==> config.mk <==
export PLATFORM = sky130hd
export DESIGN_NAME = core_sequencer
export DESIGN_NICKNAME = d
export VERILOG_FILES = /design/src/rtl/core_seq_pkg.sv /design/src/rtl/seq_cycle_counter.sv /design/src/rtl/core_sequencer.sv
export SDC_FILE = /design/constraint.sdc
export NUM_CORES = 1
export LEC_CHECK = 0
export ABC_AREA = 1
export CAP_MARGIN = 20
export CORE_AREA = 2 2 127 98
export CTS_CLUSTER_DIAMETER = 80
export DETAILED_ROUTE_END_ITERATION = 8
export DIE_AREA = 0 0 129 100
export PLACE_DENSITY = 0.84
export SYNTH_ARGS = -nofsm -noshare
export SYNTH_HDL_FRONTEND = slang
export SYNTH_SLANG_ARGS = --single-unit
==> constraint.sdc <==
create_clock -name clk -period 2.4 [get_ports clk]
set_input_delay 0.48 -clock clk [delete_from_list [all_inputs] [get_ports clk]]
set_output_delay 0.48 -clock clk [all_outputs]
set_load 0.02 [all_outputs]
==> src/rtl/core_seq_pkg.sv <==
// Shared types and constants for the core run sequencer.
package core_seq_pkg;

  typedef enum logic [2:0] {
    IDLE,
    LOAD,
    HOLD,
    RUN,
    DONE
  } seq_state_t;

  localparam int unsigned HOLD_CYCLES         = 2;
  localparam logic [31:0] TOHOST_ADDR_DEFAULT = 32'h0000_0100;

endpackage

==> src/rtl/seq_cycle_counter.sv <==
// 32-bit saturating RUN-cycle counter with clear/enable.
// With SEQ_TIMEOUT_EN defined it also flags the cycle whose increment reaches TIMEOUT.
module seq_cycle_counter
  import core_seq_pkg::*;
#(
  parameter logic [31:0] TIMEOUT = 32'd100000
) (
  input  logic        clk,
  input  logic        rst_ni,
  input  logic        clr_i,
  input  logic        en_i,
  output logic [31:0] count_o
`ifdef SEQ_TIMEOUT_EN
  ,
  output logic        limit_o
`endif
);

  logic [31:0] count_q;
  logic [31:0] count_d;

  always_comb begin
    count_d = count_q;
    if (clr_i) begin
      count_d = '0;
    end else if (en_i && (count_q != 32'hFFFF_FFFF)) begin
      count_d = count_q + 32'd1;
    end
  end

  always_ff @(posedge clk or negedge rst_ni) begin
    if (!rst_ni) begin
      count_q <= '0;
    end else begin
      count_q <= count_d;
    end
  end

  assign count_o = count_q;

`ifdef SEQ_TIMEOUT_EN
  // Asserted in the cycle whose increment makes the count equal TIMEOUT.
  assign limit_o = en_i && (count_q == TIMEOUT - 32'd1);
`else
  logic unused_timeout;
  assign unused_timeout = ^TIMEOUT;
`endif

endmodule

==> src/rtl/core_sequencer.sv <==
// Run controller: streams a program into IMEM, holds then releases the core, and
// reports the tohost result and cycle count. Optional run-cycle limit: SEQ_TIMEOUT_EN.
module core_sequencer
  import core_seq_pkg::*;
#(
  parameter int unsigned IMEM_WORDS  = 64,
  parameter logic [31:0] TOHOST_ADDR = TOHOST_ADDR_DEFAULT,
  parameter logic [31:0] TIMEOUT     = 32'd100000
) (
  input  logic                          clk,
  input  logic                          reset,
  input  logic                          start,
  input  logic                          ld_valid,
  output logic                          ld_ready,
  input  logic [31:0]                   ld_data,
  input  logic                          ld_last,
  output logic                          imem_we,
  output logic [$clog2(IMEM_WORDS)-1:0] imem_addr,
  output logic [31:0]                   imem_wdata,
  output logic                          core_reset,
  input  logic                          core_memwrite,
  input  logic [31:0]                   core_dataadr,
  input  logic [31:0]                   core_writedata,
  output logic                          done,
  output logic                          pass,
  output logic                          timed_out,
  output logic [31:0]                   exit_code,
  output logic [31:0]                   cycles
);

  localparam int unsigned   AW        = $clog2(IMEM_WORDS);
  localparam logic [AW-1:0] LAST_ADDR = AW'(IMEM_WORDS - 1);

  seq_state_t  state_q, state_d;
  logic [AW-1:0] addr_q, addr_d;
  logic [1:0]  hold_q, hold_d;
  logic        core_reset_q, done_q;
  logic        pass_q, pass_d;
  logic        timed_out_q, timed_out_d;
  logic [31:0] exit_code_q, exit_code_d;
  logic        accept, tohost_hit, cnt_clr, cnt_en, limit;

  assign ld_ready   = (state_q == LOAD);
  assign accept     = ld_valid && ld_ready;
  assign imem_we    = accept;
  assign imem_addr  = addr_q;
  assign imem_wdata = ld_data;
  assign tohost_hit = core_memwrite && (core_dataadr == TOHOST_ADDR);
  assign cnt_en     = (state_q == RUN);

  seq_cycle_counter #(
    .TIMEOUT (TIMEOUT)
  ) u_cycle_counter (
    .clk     (clk),
    .rst_ni  (reset),
    .clr_i   (cnt_clr),
    .en_i    (cnt_en),
    .count_o (cycles)
`ifdef SEQ_TIMEOUT_EN
    ,
    .limit_o (limit)
`endif
  );

`ifndef SEQ_TIMEOUT_EN
  assign limit = 1'b0;
`endif

  always_comb begin
    state_d     = state_q;
    addr_d      = addr_q;
    hold_d      = hold_q;
    pass_d      = pass_q;
    timed_out_d = timed_out_q;
    exit_code_d = exit_code_q;
    cnt_clr     = 1'b0;
    unique case (state_q)
      IDLE, DONE: begin
        if (start) begin
          state_d     = LOAD;
          addr_d      = '0;
          cnt_clr     = 1'b1;
          pass_d      = 1'b0;
          timed_out_d = 1'b0;
          exit_code_d = '0;
        end
      end
      LOAD: begin
        if (accept) begin
          addr_d = addr_q + 1'b1;
          // The top word fills the memory, so it ends the load even without ld_last.
          if (ld_last || (addr_q == LAST_ADDR)) begin
            state_d = HOLD;
            hold_d  = '0;
          end
        end
      end
      HOLD: begin
        if (hold_q == 2'(HOLD_CYCLES - 1)) begin
          state_d = RUN;
        end else begin
          hold_d = hold_q + 2'd1;
        end
      end
      RUN: begin
        // A tohost store in the limit cycle takes priority over the timeout.
        if (tohost_hit) begin
          state_d     = DONE;
          exit_code_d = core_writedata;
          pass_d      = (core_writedata == 32'd1);
        end else if (limit) begin
          state_d     = DONE;
          timed_out_d = 1'b1;
          pass_d      = 1'b0;
          exit_code_d = '0;
        end
      end
      default: state_d = IDLE;
    endcase
  end

  always_ff @(posedge clk or negedge reset) begin
    if (!reset) begin
      state_q      <= IDLE;
      addr_q       <= '0;
      hold_q       <= '0;
      core_reset_q <= 1'b1;
      done_q       <= 1'b0;
      pass_q       <= 1'b0;
      timed_out_q  <= 1'b0;
      exit_code_q  <= '0;
    end else begin
      state_q      <= state_d;
      addr_q       <= addr_d;
      hold_q       <= hold_d;
      core_reset_q <= (state_d != RUN);
      done_q       <= (state_d == DONE);
      pass_q       <= pass_d;
      timed_out_q  <= timed_out_d;
      exit_code_q  <= exit_code_d;
    end
  end

  assign core_reset = core_reset_q;
  assign done       = done_q;
  assign pass       = pass_q;
  assign timed_out  = timed_out_q;
  assign exit_code  = exit_code_q;

endmodule

==> impl_metrics.tcl <==
set metrics [dict create \
    grt_pass1_wl_um 21800 \
    worst_path_dominant_cell_family "buffers and inverters" \
    boundaryPins 210 \
    yosysUniqueCellTypes 37 \
    grt_usage_pct 21.4 \
    drt_pre_antenna_iters 5 \
    fin_nets 930 \
    cts_buffer_depth 2 \
    grt_max_degree 44 \
    cts_tree "built" \
    clk_latency_ns 0.35 \
    crit_chain "nor3_4 -> nand2_1 -> inv_1 -> clkdlybuf4s50_1" \
    worstSetupEndpointType "output port" \
    netlist_instances 713 \
    critPathLaunchType "register" \
    cp_slowest_cell "clkdlybuf4s50_1" \
    max_freq_ghz 0.453 \
    routed_wirelength_um 13000 \
    synthArstFlopShare_pct 100 \
    path_buf_inv 2 \
    crit_type "register to output port" \
    synth_nets 818 \
    hold_path.class "input port to async pin" \
    drv_slew 0 \
    maxSlewHeadroom_pct 53.5 \
    max_cap_violations 0 \
    cp.required_ns 1.92 \
    tightest_slew_ns 0.696 \
    cts.hold.buffers_added 0 \
    min_period_over_period_pct 92.0 \
    skew_ns 0.00764 \
    drt_iter0_markers 324 \
    htreeDepth 3 \
    synth-seq-cells 78 \
    cts_root_buf "clkbuf_16" \
    setup_viol 0 \
    cts.repair.resized 0 \
    cts.sinks 78 \
    rsz0062_at_grt "false" \
    avgSynthCellArea_um2 6.88 \
    die-width_um 129 \
    hold_viol 0 \
    drive_above_1_share_pct 6.63 \
    outcome "finished, final reports clean" \
    final_common_cell "nand2_1" \
    drt.antenna.violating_nets 0 \
    worst-path-max-fanout 3 \
    max_stage_delay_ns 0.60 \
    p_per_area_nw_per_um2 744 \
    min_period_ns 2.21 \
    place_ws_ns 0.235 \
    port_buffers 144 \
    layout_setup_ws_ns 0.193 \
    path_clk_slew_ns 0.06 \
    coreArea_um2 11900 \
    synth-edff-count 0 \
    post_cts_buffers 0 \
    syn_area_um2 4900 \
    leakage_nw 3.17 \
    start_util_pct 41.3 \
    die-area_um2 12900 \
    numCtsBuffers 9 \
    antenna_found_initial 0 \
    layout_common_cells "232 x nand2_1, 143 x clkdlybuf4s50_1, 118 x nor2_1" \
    worstPathArrival_ns 1.73 \
    syn_to_final_growth_pct 34.4 \
    ir_worst_vdd_v 0.000369 \
    rows 35 \
    wl_per_cell_um 13.0 \
    ys.flop_type "dfrtp_1" \
    grt_pass1_vias 4617 \
    total_power_mw 4.90 \
    fp.dieH_um 100 \
    drc 0 \
    vias_per_cell 4.77 \
    seq_area_frac_synth_pct 39.8 \
    yosys_warnings 0 \
    overflow 0 \
    place_hpwl_um 9900 \
    antenna_cells 0 \
    setup_tns_ns 0 \
    place.gp.congestion 0.905 \
    vias 4754 \
]
path summary, 6_finish.rpt:
check,from,to,slack [ns],cells past startpoint
worst max register to register,u_cycle_counter.count_o[0],u_cycle_counter.count_o[22],0.36,8
worst min register to register,hold_q[0],hold_q[0],0.49,1
worst max-delay path,state_q[2],imem_we,0.19,4
min in group clk,hold_q[0],hold_q[0],0.49,1
worst min-delay path,reset,u_cycle_counter.count_o[25],0.1,1
max in group asynchronous,reset,exit_code[27],1.71,2
worst reg2reg max path: stages (launching register included):
cell	delay [ns]
dfrtp_1	0.47
ha_1	0.26
nand2_1	0.12
nor2_4	0.07
nand2_4	0.11
nor2_8	0.07
a21oi_4	0.57
nand4_1	0.21
nand2_1	0.10
cell usage after synthesis, types with 7 or more instances:
| library cell | n | area, um^2 |
|---|---|---|
| nand4_1 | 26 | 163 |
| buf_4 | 33 | 248 |
| xor2_1 | 7 | 61.3 |
| inv_1 | 71 | 267 |
| nand2_1 | 233 | 875 |
| dfrtp_1 | 77 | 1930 |
| nand3_1 | 65 | 325 |
| buf_2 | 8 | 40.0 |
| o21ai_0 | 7 | 35.0 |
| clkbuf_1 | 7 | 26.3 |
| nor2_1 | 118 | 443 |
| a21oi_1 | 7 | 35.0 |
report_power, final:
part           switching [mW]  total, mW  internal (mW)
Sequential              0.184       1.71           1.53
Clock                   0.585       1.30          0.711
Combinational            1.15       1.90          0.749
Total                    1.92       4.90           2.99
routing by layer:
layer | track usage [%] | up-vias | wire [um]
li1 | - | 2413 | -
met1 | 26.8 | 2139 | 5640
met2 | 35.4 | 187 | 6090
met3 | 7.14 | 15 | 1070
met4 | 6.44 | 0 | 162
met5 | 0 | - | 0
area by class of cell:
cell class                 instances  area [um^2]
timing repair buffer             155         1550
clock inverter                     7         55.1
multi-input combinational        506         2320
tap                              166          208
sequential                        78         1950
clock buffer                       9          225
inverter                          75          287
fill                            1110         5280
stage by stage:
step / hold WS [ns] / area, um^2 / std cells / util (%)
6_report: 0.0998 / 6590 / 996 / 55.5
3_5_place_dp: 0.471 / 6310 / 980 / 53.2
2_1_floorplan: 0.184 / 4900 / 713 / -
5_1_grt: 0.135 / 6590 / 996 / 55.5
3_3_place_gp: 0.463 / 6310 / 980 / 53.2
4_1_cts: 0.105 / 6590 / 996 / 55.5
sequential cells by signal (all words and copies together) (netlist names):
register and cells:
pass 1, done 1, exit_code 32, hold_q 2, core_reset 1, state_q 3
imem_addr 6, u_cycle_counter.count_o 32
kinds of logic (layout without fill, tap and decap cells):
| group | Yosys count | in the layout | synth area share (%) |
|---|---|---|---|
| xor+xnor | 11 | 11 | 1.96 |
| fa+ha+maj | 3 | 3 | 0.765 |
| compound gates | 17 | 17 | 2.04 |
| buf+inv | 129 | 246 | 13.0 |
| other cells | 1 | 1 | 0.0765 |
| flops | 78 | 78 | 39.8 |
| simple gates | 474 | 474 | 42.3 |
(Power assumes the default switching activity.)
==> patch, RTL diff (same flow settings) <==
Add a define of `SEQ_TIMEOUT_EN`.
--- a/src/rtl/seq_cycle_counter.sv
+++ b/src/rtl/seq_cycle_counter.sv
@@ -1,5 +1,7 @@
 // 32-bit saturating RUN-cycle counter with clear/enable.
 // With SEQ_TIMEOUT_EN defined it also flags the cycle whose increment reaches TIMEOUT.
+`define SEQ_TIMEOUT_EN
+
 module seq_cycle_counter
   import core_seq_pkg::*;
 #(
Check against the original RTL: no difference found for any inputs over 10 cycles, from zero or initial values and one cycle with reset low; that may be too few to reach the edited logic, so the function may still have changed.
==> patch against the unedited design <==
Power is 8.1% lower; design area is 0.84% lower; sequential share of layout area is 0.63 points higher; largest cell class unchanged; routed wire length is 1.6% higher; largest power group is now sequential cells; worst setup slack better by 0.087 ns; fmax is 4.1% higher; sequential cell count is 1 higher; utilization is 0.46 points lower; critical path depth is 7 higher; die area stayed put; final cell count is 3.4% lower; area after synthesis is 0.99% lower; sequential power is 2% lower.
==> patch: results (changes against the unedited design) <==
* CTS HTree Levels at 3 (unchanged)
* Root Driver: clkbuf_16
* Hpwl dp at 10,100 um (+1.8%)
* GR Layer Usage met2 at 0.317 (-0.0366)
* Worst EP arrival at 2.32 ns (+0.59 ns)
* Global placer's final weighted congestion at 0.934 (+3.2%)
* Clock Path Buffers at 2 (unchanged)
* Peak VDD IR at 0.000670 V (+82%)
* Vias per std cell at 4.95 (+3.6%)
* Synth cell count leaders: 224 x nand2_1, 107 x nor2_1, 78 x dfrtp_1, 48 x inv_1, 45 x nand3_1
* Hold WC Path Type: in2async
* Fillcell total at 1,096 (-1.3%)
* # DRC at 0 (unchanged)
* Sequential share of the synthesized area at 0.407 (+0.00915)
* Worst path slowest cell: dfrtp_1
* 1st-iter DRT viols at 357 (+10%)
* Leakage at 2.94 nW (-7.3%)
* Placed insts at 946 (-3.5%)
* Worst R2R Setup Slack at 0.28 ns (-0.08 ns)
* TritonRoute pass-1 iters at 5 (unchanged)
* Share of cells above drive strength 1 at 0.0704 (+0.00409)
* CP peak stage delay at 0.41 ns (-0.19 ns)
* GR Util met1 at 0.318 (+0.0497)
* Share of flip-flops with an asynchronous set or reset at 1.00 (unchanged)
* # resized after CTS at 0 (unchanged)
* Initial antenna violation count at 0 (unchanged)
* Maximum fanout along the worst path at 38 (+35)
* Synth cell types at 40 (+8.1%)
* Yosys warns at 0 (unchanged)
* Least-Margin Pin Slew at 0.558 ns (-0.138 ns)
* Post-Syn Area per Cell at 7.16 um2 (+4.1%)
* WL/cell at 13.7 um (+5.1%)
* Worst skew pair latency at 0.33 ns (-0.02 ns)
* Outcome: finished, final reports clean
* Total CTS buffers at 9 (unchanged)
* Top post-synthesis cells by area: dfrtp_1 40%, nand2_1 17%, nor2_1 8.3%
* IO Port Bufs at 145 (+0.69%)
* Via count at 4,758 (+0.084%)
* Number of global-route vias before repair at 4,479 (-3.0%)
* Number of diodes at 0 (unchanged)
* Syn nets at 783 (-4.3%)
* Worst path top cell family by delay: simple AND/OR/NAND/NOR gates
* Kind of critical path: reg2reg
* Met3 GRT Util at 0.0410 (-0.0304)
* Nets at 896 (-3.7%)
* First-pass GRT wire length at 22,100 um (+1.4%)
* FF-to-FF path depth at 11 (+3)
* Largest net degree at the start of global routing at 41 (-6.8%)
* R2r endpoint: u_cycle_counter.count_o[21]
* Post-CTS Repair Setup Buffers at 0 (unchanged)
* RR Startpoint: u_cycle_counter.count_o[1]
* Total GRT Usage at 0.212 (-0.00209)
* Clk_skew at 0.00710 ns (-0.000540 ns)
* Worst-path clk slew at 0.06 ns (about the same)
* # setup viols final at 0 (unchanged)
## patch: cell types whose count changed after synthesis, moves of 3 or more
cell / change
inv_1: -23
nand3_1: -20
nand4_1: +12
nor2_1: -11
o21ai_0: +11
nand2_1: -9
o21ai_2: +9
or2_2: -4
buf_1: -3
## patch: cells by family (layout without fill, tap and decap cells)
logic type	after synthesis	after routing	synth area share
buffers and inverters	104	222	0.116
adders and majority gates	3	3	0.00773
xor gates and xnor gates	13	13	0.0234
AOI/OAI and AO/OA	40	40	0.0505
and+or+nand+nor	439	439	0.395
DFF	79	79	0.407
## patch: worst reg2reg max path: stages (launching register included)
cell and delay [ns]:
dfrtp_1 0.41, ha_1 0.20, nand2_2 0.08, nor2_4 0.26
nand2_4 0.12, nor2_8 0.15, nand2_4 0.08, nand2_4 0.07
nand2_4 0.05, clkinv_2 0.04, buf_4 0.37, o21ai_0 0.16
## patch: final cells by class
class                           count  area share
Timing Repair Buffer              155       0.238
Tap cell                          166      0.0318
Multi-Input combinational cell    495       0.355
Inverter                           51      0.0295
Clock inverter                      7     0.00862
Clock buffer                        9      0.0345
Sequential cell                    79       0.303
## patch: per-stage QoR
step           power [W]  area (um2)  utilization  setup WS (ns)  hold slack, ns
5_1_grt          0.00480        6540        0.551          0.109           0.154
3_3_place_gp     0.00323        6250        0.527          0.199           0.464
4_1_cts          0.00455        6530        0.550         0.0141           0.137
3_5_place_dp     0.00325        6250        0.527          0.154           0.482
6_report         0.00451        6540        0.551          0.280           0.128
2_1_floorplan    0.00273        4860            -          0.486           0.184
## patch: how the worst max path moves through the flow
stage | end | slack (ns) | cells after the start
finish | u_cycle_counter.count_o[21] | 0.28 | 11
global route | u_cycle_counter.count_o[21] | 0.11 | 11
CTS | ld_ready | 0.01 | 4
detailed placement | imem_we | 0.15 | 4
global placement | imem_we | 0.20 | 4
floorplan | u_cycle_counter.count_o[23] | 0.49 | 13
## patch: where the power goes
part | switching, W | internal (W) | leakage [nW]
clock | 0.000575 | 0.000709 | 0.125
sequential | 0.000186 | 0.00148 | 1.08
combinational | 0.000952 | 0.000601 | 1.73
total | 0.00171 | 0.00279 | 2.94
## patch: layer usage
metal,part of all wire,wire length [um]
met3,0.069,908
met5,0,0
met2,0.45,5900
met1,0.47,6160
met4,0.014,189
